### src/rtl/drr_sched_pkg.sv
// Shared types, default widths and helper functions for the DRR packet scheduler.
package drr_sched_pkg;

    localparam int DRR_NUM_QUEUES      = 4;
    localparam int DRR_LEN_WIDTH       = 16;
    localparam int DRR_QUANTUM_WIDTH   = 16;
    localparam int DRR_DEFICIT_WIDTH   = 18;
    localparam int DRR_DEFAULT_QUANTUM = 1518;

    typedef enum logic [2:0] {
        ST_IDLE      = 3'd0,
        ST_ADD       = 3'd1,
        ST_CHECK     = 3'd2,
        ST_GRANT     = 3'd3,
        ST_WAIT_DONE = 3'd4
    } drr_state_e;

    // Ceiling log2, used for index and address widths.
    function automatic int log2(input int n);
        int r;
        r = 0;
        for (int i = 0; i < 31; i++) begin
            if ((1 << i) < n) begin
                r = i + 1;
            end
        end
        return r;
    endfunction

    function automatic logic [31:0] sat_add(input logic [31:0] a,
                                            input logic [31:0] b,
                                            input logic [31:0] max_val);
        logic [32:0] s;
        s = {1'b0, a} + {1'b0, b};
        return (s > {1'b0, max_val}) ? max_val : s[31:0];
    endfunction

endpackage

### src/rtl/drr_deficit_bank.sv
// Per-queue quantum and deficit storage for the DRR scheduler.
// One deficit update per cycle on the selected queue; quanta are written through the cfg port.
module drr_deficit_bank
    import drr_sched_pkg::*;
#(
    parameter int NUM_QUEUES      = DRR_NUM_QUEUES,
    parameter int LEN_WIDTH       = DRR_LEN_WIDTH,
    parameter int QUANTUM_WIDTH   = DRR_QUANTUM_WIDTH,
    parameter int DEFICIT_WIDTH   = DRR_DEFICIT_WIDTH,
    parameter int DEFAULT_QUANTUM = DRR_DEFAULT_QUANTUM,
    localparam int IDX_W          = log2(NUM_QUEUES)
) (
    input  logic                     clk,
    input  logic                     reset,
    input  logic [IDX_W-1:0]         sel_i,
    input  logic                     add_en_i,
    input  logic                     sub_en_i,
    input  logic                     clr_en_i,
    input  logic [LEN_WIDTH-1:0]     sub_len_i,
    output logic [DEFICIT_WIDTH-1:0] deficit_o,
    input  logic                     cfg_wr_en_i,
    input  logic [IDX_W-1:0]         cfg_idx_i,
    input  logic [QUANTUM_WIDTH-1:0] cfg_wr_data_i,
    output logic [QUANTUM_WIDTH-1:0] cfg_quantum_o
);

    localparam logic [31:0] DEFICIT_MAX = 32'((33'd1 << DEFICIT_WIDTH) - 33'd1);

    logic [DEFICIT_WIDTH-1:0] deficit_q [NUM_QUEUES];
    logic [QUANTUM_WIDTH-1:0] quantum_q [NUM_QUEUES];
    logic [DEFICIT_WIDTH-1:0] deficit_d;
    logic                     deficit_we;
    logic                     cfg_idx_ok;

    assign deficit_o     = deficit_q[sel_i];
    assign cfg_idx_ok    = 32'(cfg_idx_i) < NUM_QUEUES;
    assign cfg_quantum_o = cfg_idx_ok ? quantum_q[cfg_idx_i] : '0;

    // The FSM never requests more than one operation per cycle; clear has priority regardless.
    always_comb begin
        deficit_d  = deficit_o;
        deficit_we = 1'b0;
        if (clr_en_i) begin
            deficit_d  = '0;
            deficit_we = 1'b1;
        end else if (add_en_i) begin
            deficit_d  = DEFICIT_WIDTH'(sat_add(32'(deficit_o), 32'(quantum_q[sel_i]), DEFICIT_MAX));
            deficit_we = 1'b1;
        end else if (sub_en_i) begin
            deficit_d  = deficit_o - DEFICIT_WIDTH'(sub_len_i);
            deficit_we = 1'b1;
        end
    end

    always_ff @(posedge clk) begin
        if (reset) begin
            for (int q = 0; q < NUM_QUEUES; q++) begin
                deficit_q[q] <= '0;
                quantum_q[q] <= QUANTUM_WIDTH'(DEFAULT_QUANTUM);
            end
        end else begin
            if (deficit_we) begin
                deficit_q[sel_i] <= deficit_d;
            end
            if (cfg_wr_en_i && cfg_idx_ok) begin
                quantum_q[cfg_idx_i] <= cfg_wr_data_i;
            end
        end
    end

endmodule

### src/rtl/drr_pkt_scheduler.sv
// Deficit-round-robin packet scheduler: visit FSM, queue pointer, grant register and cfg readback.
// Define DRR_STATS_EN to build the per-queue 32-bit grant counters (cfg_addr MSB=1).
module drr_pkt_scheduler
    import drr_sched_pkg::*;
#(
    parameter int NUM_QUEUES      = DRR_NUM_QUEUES,
    parameter int LEN_WIDTH       = DRR_LEN_WIDTH,
    parameter int QUANTUM_WIDTH   = DRR_QUANTUM_WIDTH,
    parameter int DEFICIT_WIDTH   = DRR_DEFICIT_WIDTH,
    parameter int DEFAULT_QUANTUM = DRR_DEFAULT_QUANTUM,
    localparam int IDX_W          = log2(NUM_QUEUES),
    localparam int ADDR_W         = IDX_W + 1
) (
    input  logic                            clk,
    input  logic                            reset,
    input  logic [NUM_QUEUES-1:0]           head_valid_i,
    input  logic [NUM_QUEUES*LEN_WIDTH-1:0] head_len_i,
    output logic [NUM_QUEUES-1:0]           grant_o,
    output logic                            grant_valid_o,
    input  logic                            grant_ack_i,
    input  logic                            pkt_done_i,
    input  logic                            cfg_wr_en_i,
    input  logic                            cfg_rd_en_i,
    input  logic [ADDR_W-1:0]               cfg_addr_i,
    input  logic [QUANTUM_WIDTH-1:0]        cfg_wr_data_i,
    output logic [31:0]                     cfg_rd_data_o
);

    // state     | meaning
    // IDLE      | look at head_valid[cur]; empty queue loses its deficit and is passed over
    // ADD       | credit deficit[cur] with quantum[cur] (once per visit)
    // CHECK     | head fits in deficit -> GRANT, otherwise move on
    // GRANT     | grant_valid offered, wait for grant_ack, debit packet length
    // WAIT_DONE | grant held until pkt_done, then re-check the same queue

    drr_state_e               state_q, state_d;
    logic [IDX_W-1:0]         cur_queue_q, cur_queue_d;
    logic [NUM_QUEUES-1:0]    grant_q, grant_d;
    logic [31:0]              cfg_rd_data_q;

    logic [IDX_W-1:0]         next_queue;
    logic [LEN_WIDTH-1:0]     cur_len;
    logic [DEFICIT_WIDTH-1:0] cur_deficit;
    logic                     deficit_add, deficit_sub, deficit_clr;
    logic [IDX_W-1:0]         cfg_idx;
    logic [QUANTUM_WIDTH-1:0] cfg_quantum;
    logic [31:0]              stat_rd;

    assign cur_len    = head_len_i[int'(cur_queue_q) * LEN_WIDTH +: LEN_WIDTH];
    assign next_queue = (cur_queue_q == IDX_W'(NUM_QUEUES - 1)) ? '0 : cur_queue_q + 1'b1;
    assign cfg_idx    = cfg_addr_i[ADDR_W-2:0];

    drr_deficit_bank #(
        .NUM_QUEUES      (NUM_QUEUES),
        .LEN_WIDTH       (LEN_WIDTH),
        .QUANTUM_WIDTH   (QUANTUM_WIDTH),
        .DEFICIT_WIDTH   (DEFICIT_WIDTH),
        .DEFAULT_QUANTUM (DEFAULT_QUANTUM)
    ) u_bank (
        .clk           (clk),
        .reset         (reset),
        .sel_i         (cur_queue_q),
        .add_en_i      (deficit_add),
        .sub_en_i      (deficit_sub),
        .clr_en_i      (deficit_clr),
        .sub_len_i     (cur_len),
        .deficit_o     (cur_deficit),
        .cfg_wr_en_i   (cfg_wr_en_i && !cfg_addr_i[ADDR_W-1]),
        .cfg_idx_i     (cfg_idx),
        .cfg_wr_data_i (cfg_wr_data_i),
        .cfg_quantum_o (cfg_quantum)
    );

    always_comb begin
        state_d     = state_q;
        cur_queue_d = cur_queue_q;
        grant_d     = grant_q;
        deficit_add = 1'b0;
        deficit_sub = 1'b0;
        deficit_clr = 1'b0;
        unique case (state_q)
            ST_IDLE: begin
                if (head_valid_i[cur_queue_q]) begin
                    state_d = ST_ADD;
                end else begin
                    deficit_clr = 1'b1;
                    cur_queue_d = next_queue;
                end
            end
            ST_ADD: begin
                deficit_add = 1'b1;
                state_d     = ST_CHECK;
            end
            ST_CHECK: begin
                if (!head_valid_i[cur_queue_q]) begin
                    deficit_clr = 1'b1;
                    cur_queue_d = next_queue;
                    state_d     = ST_IDLE;
                end else if (DEFICIT_WIDTH'(cur_len) <= cur_deficit) begin
                    grant_d = NUM_QUEUES'(1) << cur_queue_q;
                    state_d = ST_GRANT;
                end else begin
                    cur_queue_d = next_queue;
                    state_d     = ST_IDLE;
                end
            end
            ST_GRANT: begin
                if (grant_ack_i) begin
                    deficit_sub = 1'b1;
                    state_d     = ST_WAIT_DONE;
                end
            end
            ST_WAIT_DONE: begin
                if (pkt_done_i) begin
                    grant_d = '0;
                    state_d = ST_CHECK;
                end
            end
            default: begin
                grant_d = '0;
                state_d = ST_IDLE;
            end
        endcase
    end

    always_ff @(posedge clk) begin
        if (reset) begin
            state_q     <= ST_IDLE;
            cur_queue_q <= '0;
            grant_q     <= '0;
        end else begin
            state_q     <= state_d;
            cur_queue_q <= cur_queue_d;
            grant_q     <= grant_d;
        end
    end

`ifdef DRR_STATS_EN
    logic [31:0] stat_cnt_q [NUM_QUEUES];
    logic        cfg_idx_ok;

    assign cfg_idx_ok = 32'(cfg_idx) < NUM_QUEUES;
    assign stat_rd    = cfg_idx_ok ? stat_cnt_q[cfg_idx] : '0;

    always_ff @(posedge clk) begin
        if (reset) begin
            for (int q = 0; q < NUM_QUEUES; q++) begin
                stat_cnt_q[q] <= '0;
            end
        end else begin
            if (deficit_sub) begin
                stat_cnt_q[cur_queue_q] <= stat_cnt_q[cur_queue_q] + 32'd1;
            end
            // A clear landing on the same cycle as an increment wins.
            if (cfg_wr_en_i && cfg_addr_i[ADDR_W-1] && cfg_idx_ok) begin
                stat_cnt_q[cfg_idx] <= '0;
            end
        end
    end
`else
    assign stat_rd = '0;
`endif

    always_ff @(posedge clk) begin
        if (reset) begin
            cfg_rd_data_q <= '0;
        end else if (cfg_rd_en_i) begin
            cfg_rd_data_q <= cfg_addr_i[ADDR_W-1] ? stat_rd : 32'(cfg_quantum);
        end
    end

    assign grant_o       = grant_q;
    assign grant_valid_o = (state_q == ST_GRANT);
    assign cfg_rd_data_o = cfg_rd_data_q;

endmodule

### config.mk
export PLATFORM = sky130hd
export DESIGN_NAME = drr_pkt_scheduler
export DESIGN_NICKNAME = d
export VERILOG_FILES = /design/src/rtl/drr_sched_pkg.sv /design/src/rtl/drr_deficit_bank.sv /design/src/rtl/drr_pkt_scheduler.sv
export SDC_FILE = /design/constraint.sdc
export NUM_CORES = 1
export LEC_CHECK = 0
export BUFFER_PORTS_ARGS = -buffer_cell sky130_fd_sc_hd__buf_2
export CORE_MARGIN = 2
export CORE_UTILIZATION = 49
export DETAILED_ROUTE_END_ITERATION = 8
export PLACE_DENSITY = 0.75
export SKIP_CTS_REPAIR_TIMING = 1
export SLEW_MARGIN = 25
export SYNTH_ARGS = -nofsm -noshare
export SYNTH_HDL_FRONTEND = slang
export SYNTH_SLANG_ARGS = --single-unit
### constraint.sdc
create_clock -name clk -period 12.11 [get_ports clk]
set_clock_uncertainty 0.05 [all_clocks]
set_input_delay 1.211 -clock clk [delete_from_list [all_inputs] [get_ports clk]]
set_output_delay 1.211 -clock clk [all_outputs]
set_load 0.05 [all_outputs]
==> flow_metrics.tcl <==
set metrics [dict create \
    crit_required_ns 12.37 \
    clkSlewWorstSetupHoldPaths_ns 0.07 \
    cts.sinks 163 \
    path_max_fanout 34 \
    drv_slew 0 \
    clockRootBuffer "clkbuf_16" \
    n_antenna_cell 0 \
    critPathLaunchType "flop" \
    h-tree-depth 4 \
    ys_ff_latch 163 \
    finalHoldViolCount 0 \
    synthArstFlopShare_pct 0 \
    use_met3_pct 4.04 \
    synth_most_common_cell "edfxtp_1" \
    grt_max_degree 35 \
    synth_edf_count 136 \
    worstMarginPinSlew_ns 0.970 \
    numCtsBuffers 17 \
    hold_path.class "flop to flop" \
    period_share_pct 36.7 \
    synthAdderAreaFrac_pct 4.97 \
    multi_input_area_um2 4860 \
    finalSetupViolCount 0 \
    arrival_ns 4.70 \
    post_drt_wl_per_cell_um 20.0 \
    syn_area_um2 9860 \
    clockBufferDepth 2 \
    synth_ff_type "edfxtp_1" \
    fillers 1614 \
    die_height_um 146 \
    synth_compound_area_share_pct 10.0 \
    period_minus_slack_ns 4.44 \
    max-cap-violations 0 \
    max_slew_margin_pct 35.2 \
    endpoint_kind "flop" \
    drive_gt1_share_pct 24.4 \
    synth_top_area_share_pct 41.4 \
    nNetsFinal 1084 \
    drc 0 \
    hold_slack_ns 0.425 \
    core_um2 19600 \
    place_congestion 0.858 \
    tns_ns 0 \
    crit_path_top_delay_cell "mux4_2" \
    syn_to_final_growth_pct 13.1 \
    initial_core_util_pct 50.3 \
    rows 51 \
    syn_area_per_cell_um2 11.6 \
    fmax_mhz 225 \
    synth_xor_area_share_pct 1.69 \
    ys_seq_area_share_pct 46.9 \
    busiest_layer "met2" \
    yosys_warnings 0 \
    synth_commonest_cells "136 x edfxtp_1, 96 x nor2_1, 67 x mux4_2" \
    dr.pass1.iters 7 \
    crit_chain "buf_4 -> mux4_2 -> inv_1 -> ha_1 -> inv_1 -> fa_1 -> a21o_1 -> a221oi_2 -> a22oi_1 -> a31o_2 -> a21oi_1 -> a21oi_1 -> mux2_2" \
    io_pins 130 \
    ant_nets 0 \
    use_met1_pct 30.8 \
    powerDensity_nw_per_um2 231 \
    synth_cell_type_count 67 \
    finalInstanceArea_um2 11200 \
    peakVddDrop_mv 0.111 \
    placed_area_um2 10600 \
    wl_um 24600 \
    die-area_um2 21300 \
    die_width_um 146 \
    regArea_um2 4630 \
    track_usage_pct 23.1 \
    power_leakage_nw 4.32 \
    rsz0062_at_grt "false" \
    grtUsageMet2_pct 38.6 \
    critPathKind "flop to flop" \
    grt_pass1_vias 7107 \
    synth_mux_area_share_pct 15.8 \
    critPathMaxStageDelay_ns 0.61 \
    port_buffers 113 \
    vias 7330 \
    clock_latency_ns 0.43 \
    synth_top_family_by_area "simple AND/OR/NAND/NOR gates" \
    drt_iter0_markers 739 \
    synthCells 852 \
    synth-simple-area-share_pct 16.1 \
    grt-ovfl-total 0 \
    cts_tree "yes" \
    routed_via_density 5.95 \
    synth_top_cell_by_area "edfxtp_1" \
    synth_area_leaders "edfxtp_1 41%, mux4_2 15%, dfxtp_1 5.5%" \
    grt_pass1_wl_um 38100 \
    run_status "finished, final reports clean" \
    antenna_found_initial 0 \
    dpl.hpwl_um 17300 \
]
-- logic make-up after synthesis --
logic type,count (synthesis)
mux,72
compound gates,151
simple gates,310
fa+ha+maj,38
buf+inv,98
other cells,1
xor+xnor,19
flops,163
-- layout by cell type (no fill, tap or decap), types with 4 or more instances in the layout --
master,Yosys,final
a211oi_1,7,7
a21o_1,13,13
a21oi_1,48,48
a22o_1,5,5
a31o_2,4,4
a31oi_1,4,4
and2_1,39,39
buf_2,2,113
buf_4,16,10
clkbuf_16,0,17
clkinv_4,0,4
conb_1,1,16
dfxtp_1,27,25
edfxtp_1,136,136
ha_1,36,36
inv_1,41,41
mux2i_1,4,4
mux4_2,67,67
nand2_1,41,41
nand2b_1,40,40
nand3_1,13,13
nand4_1,4,4
nor2_1,96,96
nor2b_1,23,23
nor3_1,19,19
nor3b_1,7,7
nor4_1,4,4
o211ai_1,11,11
o21ai_0,29,29
or2_2,5,5
or3_1,4,4
xnor2_1,12,12
xor2_1,7,7
-- state kept, by name, summed over array words and instances, names as in the netlist, named ones only --
signal,cells
u_bank.deficit_q,72
u_bank.quantum_q,64
grant_o,4
cfg_rd_data_o,16
state_q,3
cur_queue_q,2
-- metal layers --
metal	up-vias	share of wire (%)
li1	3358	-
met1	3564	41
met2	370	49
met3	38	8.5
met4	0	1.5
met5	-	0
-- through the flow --
stage | power [mW] | setup slack (ns) | util, % | cells
floorplan | 1.73 | 7.82 | - | 867
global placement | 2.04 | 7.77 | 54.2 | 1199
detailed placement | 2.07 | 7.68 | 54.2 | 1199
CTS | 2.56 | 7.66 | 57.0 | 1231
global route | 2.73 | 7.39 | 57.0 | 1231
finish | 2.58 | 7.67 | 57.0 | 1231
-- cell type report --
type / instances / area share [%]
timing repair buffer: 123 / 5.74
inverter: 42 / 1.41
clock inverter: 14 / 0.964
sequential: 163 / 41.5
multi-input combinational: 606 / 43.6
tap: 265 / 2.97
clock buffer: 18 / 3.85
-- where the power goes --
| part | switching (mW) | internal, mW |
|---|---|---|
| logic | 0.824 | 0.536 |
| registers | 0.0409 | 0.681 |
| clock network | 0.235 | 0.265 |
| total | 1.10 | 1.48 |
-- final timing paths --
check	startpoint	endpoint	slack, ns	depth (start not counted)
max	flop	cur_queue_q[0]$_SDFFE_PP0P_	7.67	13
max reg2reg	flop	cur_queue_q[0]$_SDFFE_PP0P_	7.67	13
min	grant_o[2]$_SDFFE_PP0P_	grant_o[2]$_SDFFE_PP0P_	0.43	1
min reg2reg	grant_o[2]$_SDFFE_PP0P_	grant_o[2]$_SDFFE_PP0P_	0.43	1
-- worst max-delay path: cells and delay by family, from the launching register on --
family,cells,cell delay [ns]
compound gates,6,1.76
mux,2,0.93
buf+inv,3,0.71
fa+ha+maj,2,0.57
flops,1,0.31
(Power assumes the default switching activity.)
